===== src/rtl/mudi_issue_ctrl.sv =====
// Multiply/divide issue and stall controller: decodes the E-stage md op into unit strobes,
// stalls D-stage md ops while the unit is occupied, and tracks a shadow occupancy FSM.
module mudi_issue_ctrl #(
   parameter int unsigned MUL_CYC = 5,
   parameter int unsigned DIV_CYC = 10
) (
   input  logic        clk,
   input  logic        reset,
   input  logic        d_md_class,
   input  logic        e_valid,
   input  logic [3:0]  e_md_op,
   input  logic        m_flush,
   input  logic        mudi_busy,
   output logic        start,
   output logic [2:0]  mudiOp,
   output logic        hiWrite,
   output logic        loWrite,
   output logic        hiRead,
   output logic        loRead,
   output logic        stall_d,
   output logic        busy_shadow,
   output logic        mismatch,
   output logic [31:0] stall_cycles
);

   localparam int unsigned CW = 4;
   localparam int unsigned SW = 32;

   typedef enum logic [1:0] {IDLE, MUL, DIV} state_t;

   state_t        state, state_nx;
   logic [CW-1:0] cnt, cnt_nx;
   logic [3:0]    q;

   // Strobe decode; reads bypass the flush qualification since they have no side effect.
   always_comb begin
      q       = (e_valid && !m_flush) ? e_md_op : 4'd0;
      start   = (q >= 4'd1) && (q <= 4'd4);
      mudiOp  = start ? 3'(q - 4'd1) : 3'd0;
      hiWrite = (q == 4'd7);
      loWrite = (q == 4'd8);
      hiRead  = e_valid && (e_md_op == 4'd5);
      loRead  = e_valid && (e_md_op == 4'd6);
      stall_d = d_md_class && (mudi_busy || start);
   end

   // Shadow occupancy: a start always reloads, matching the unit even if issued while busy.
   always_comb begin
      state_nx    = state;
      cnt_nx      = cnt;
      busy_shadow = start || (state != IDLE);
      if (start) begin
         if (q <= 4'd2) begin
            state_nx = MUL;
            cnt_nx   = CW'(MUL_CYC);
         end else begin
            state_nx = DIV;
            cnt_nx   = CW'(DIV_CYC);
         end
      end else if (state != IDLE) begin
         if (cnt == CW'(1)) begin
            state_nx = IDLE;
            cnt_nx   = '0;
         end else begin
            cnt_nx   = cnt - CW'(1);
         end
      end
   end

   always_ff @(posedge clk) begin
      if (reset) begin
         state        <= IDLE;
         cnt          <= '0;
         mismatch     <= 1'b0;
         stall_cycles <= '0;
      end else begin
         state    <= state_nx;
         cnt      <= cnt_nx;
         mismatch <= mismatch | (busy_shadow != mudi_busy);
         if (stall_d && (stall_cycles != {SW{1'b1}}))
            stall_cycles <= stall_cycles + SW'(1);
      end
   end

endmodule

===== config.mk =====
export PLATFORM = sky130hd
export DESIGN_NAME = mudi_issue_ctrl
export DESIGN_NICKNAME = d
export VERILOG_FILES = /design/src/rtl/mudi_issue_ctrl.sv
export SDC_FILE = /design/constraint.sdc
export NUM_CORES = 1
export LEC_CHECK = 0
export CAP_MARGIN = 20
export CORE_ASPECT_RATIO = 0.9
export CORE_UTILIZATION = 40
export CTS_BUF_LIST = sky130_fd_sc_hd__clkbuf_8
export CTS_CLUSTER_DIAMETER = 40
export DETAILED_ROUTE_END_ITERATION = 16
export PLACE_DENSITY = 0.68
export SKIP_LAST_GASP = 1
export SLEW_MARGIN = 25
export SYNTH_ARGS = -nofsm -noshare
export SYNTH_HDL_FRONTEND = slang
export SYNTH_SLANG_ARGS = --single-unit

===== constraint.sdc =====
create_clock -name clk -period 2.2 [get_ports clk]
set_input_delay 0.22 -clock clk [delete_from_list [all_inputs] [get_ports clk]]
set_output_delay 0.22 -clock clk [all_outputs]
set_load 0.02 [all_outputs]

==> impl_metrics.env <==
export IMPL_outcome="complete, no violations"
export IMPL_cts_made_buffers=5
export IMPL_ys_warn_count=0
export IMPL_path_buf_inv=4
export IMPL_dp_slack_ps=-659
export IMPL_yosys_most_used_dff="dfxtp_1"
export IMPL_worstMarginPinSlew_ps=462
export IMPL_grt_max_degree=44
export IMPL_synth_edf_count=0
export IMPL_required_ps=2430
export IMPL_path_cells="dlygate4sd2_1 -> and2b_2 -> and2_4 -> inv_6 -> ha_4 -> and3_4 -> o31ai_2 -> buf_4 -> buf_6 -> or4_1 -> a21oi_1"
export IMPL_cpPeakStageDelay_ps=530
export IMPL_synth_seq_area_share_pct=32.9
export IMPL_syn_avg_cell_area_um2=8.36
export IMPL_clkTransAtPathRegs_ps=80
export IMPL_min_period_ps=2130
export IMPL_drtAntennaViolNets=0
export IMPL_wire_per_inst_um=14.3
export IMPL_mostFrequentLayoutCell="buf_4"
export IMPL_synth_simple_area_share_pct=31.0
export IMPL_power_density_nw_per_um2=443
export IMPL_min_period_over_period_pct=97.0
export IMPL_critPathArrivalTime_ps=2370
export IMPL_path_delay_family="simple AND/OR/NAND/NOR gates"
export IMPL_synth_top_family_by_area="simple AND/OR/NAND/NOR gates"
export IMPL_dieHeight_um=75.1
export IMPL_synth_nets=301
export IMPL_grtUsageTotal_pct=21.0
export IMPL_start_util_pct=41.7
export IMPL_synthMuxAreaShare_pct=2.21
export IMPL_fmax_ghz=0.468
export IMPL_cts_num_sinks=39
export IMPL_htree_num_levels=2
export IMPL_antenna_found_initial=0
export IMPL_endpoint_kind="flip-flop"
export IMPL_clockBufferDepth=2
export IMPL_grt_pass1_vias=2206
export IMPL_rsz0062_at_grt="true"
export IMPL_ys_seq_elements=39
export IMPL_setup_slack_ps=65.2
export IMPL_max_cap_violations=0
export IMPL_core_rowCount=26
export IMPL_p_leak_nw=1.28
export IMPL_grt_pass1_wl_um=10600
export IMPL_total_power_w=0.00155
export IMPL_setup_viol=0
export IMPL_synth_compound_area_share_pct=23.3
export IMPL_cts_root_buf="clkbuf_8"
export IMPL_fin_area_um2=3500
export IMPL_worstHoldPathType="reg2reg"
export IMPL_die_w_um=83.2
export IMPL_hold_buffers=0
export IMPL_synth_xor_area_share_pct=0.738
export IMPL_core_area_um2=5690
export IMPL_syn_cell_area_um2=2370
export IMPL_async_reset_ff_share_pct=0
export IMPL_clk_latency_ps=300
export IMPL_crit_type="in2reg"
export IMPL_vias_per_cell=5.65
export IMPL_num_antenna_cells=0
export IMPL_ys_types=54
export IMPL_drt_first_pass_iters=4
export IMPL_start_kind="primary input"
export IMPL_clock_skew_final_ps=8.37
export IMPL_setup_tns_ps=0
export IMPL_gr_total_overflow=0
export IMPL_syn_inst=284
export IMPL_via_count=2548
export IMPL_dp_hpwl_um=4630
export IMPL_gp_congestion=0.821
export IMPL_synthAdderAreaFrac_pct=3.69
export IMPL_utilization_pct=61.5
export IMPL_slew_violations=0
export IMPL_placement_cell_area_um2=3270
export IMPL_drc=0
export IMPL_syn_to_final_growth_pct=47.4
export IMPL_relSlewSlack_pct=69.1
export IMPL_io_buffers=52
export IMPL_dr_first_iter_drc_count=117
export IMPL_ir_worst_vdd_mv=0.316
export IMPL_final_layout_size_suffix_gt1_share_pct=26.8
export IMPL_hold_viol_final=0
export IMPL_cp_max_fo=13
export IMPL_drt_wl_total_um=6460
export IMPL_nets=397
export IMPL_slowest_stage="or4_1"
export IMPL_layout_common_cells="buf_4 (46), clkdlybuf4s50_1 (40), dfxtp_1 (39)"
export IMPL_cts_tree="done"
export IMPL_ios=53
export IMPL_die_area_um2=6250
## flip-flops by register name, summed over array words and instances, names as in the netlist
name,cells
cnt,4
mismatch,1
stall_cycles,32
state,2
## per-layer routing
metal	up-vias	GRT usage (%)	routed length, um
met5	-	0	0
met4	0	7.09	66
met3	7	3.62	275
met2	67	34.4	2980
met1	1200	28.5	3140
li1	1274	-	-
## kinds of logic (layout without fill, tap and decap cells)
kind of cell	Yosys count	in the layout
adders and majority gates	7	7
AOI/OAI and AO/OA	80	80
buffers and inverters	30	127
muxes	4	4
and+or+nand+nor	122	122
xor gates and xnor gates	2	2
DFF	39	39
## Yosys cell counts (2+ instances only)
cell / instances / area (um^2)
ha_1: 7 / 87.6
o21ai_1: 5 / 25.0
o41ai_1: 3 / 26.3
nor3_1: 5 / 25.0
and4_1: 3 / 26.3
nand4_1: 9 / 56.3
dfxtp_1: 39 / 781
and2_1: 2 / 12.5
inv_1: 16 / 60.1
mux2_4: 2 / 30.0
nand3_1: 15 / 75.1
buf_2: 4 / 20.0
a211oi_1: 2 / 15.0
a21oi_2: 3 / 26.3
or4_1: 22 / 165
and3_1: 3 / 18.8
o31ai_1: 21 / 158
o211ai_1: 2 / 15.0
or3_1: 6 / 37.5
buf_4: 2 / 15.0
nor2_1: 22 / 82.6
o311ai_0: 2 / 17.5
buf_6: 3 / 33.8
or2_2: 3 / 18.8
a21oi_1: 27 / 135
o21ai_0: 4 / 20.0
nor4_1: 2 / 12.5
nor3b_1: 2 / 15.0
mux2_2: 2 / 22.5
nand2_1: 13 / 48.8
and2b_1: 2 / 15.0
nor2b_1: 4 / 25.0
a31oi_1: 2 / 12.5
clkbuf_1: 5 / 18.8
## worst reg2reg max path, cell delays in order (launching register included)
cell and delay, ps:
dfxtp_1 440, nand4_2 190, or3_1 510, buf_4 210
or4_1 490, a21oi_1 150
## power by group
group          total, W  internal (W)  leakage, nW  switching, W
Sequential     0.000741      0.000725        0.316     0.0000157
Clock          0.000494      0.000217       0.0453      0.000276
Combinational  0.000316      0.000154        0.924      0.000163
## layout make-up
cell class,instances,area [um^2]
Clock buffer,5,68.8
Clock inverter,3,16.3
Fill cell,478,2190
Inverter,16,65.1
Multi-Input combinational cell,215,1550
Sequential cell,39,781
Tap cell,70,87.6
Timing Repair Buffer,103,928
## stage by stage
| stage | cells | hold slack [ps] |
|---|---|---|
| final | 451 | 478 |
| after floorplan | 284 | 394 |
| after CTS | 450 | 487 |
| after global placement | 439 | 476 |
| after global routing | 451 | 501 |
| after detailed placement | 439 | 471 |
## path summary, 6_finish.rpt
path	startpoint	endpoint	slack, ps	cells past startpoint
worst max register to register	stall_cycles[17]	stall_cycles[22]	150	5
worst min-delay path	mismatch	mismatch	480	1
worst max-delay path	e_valid	stall_cycles[24]	70	11
worst min register to register	mismatch	mismatch	480	1
## repair_timing
action                                  CTS  global route
resized for setup                        37            24
buffers inserted                          3             1
endpoints found under the setup margin   41            30
pin swaps                                 3             9
No activity file was read; power rests on OpenSTA's default activity.
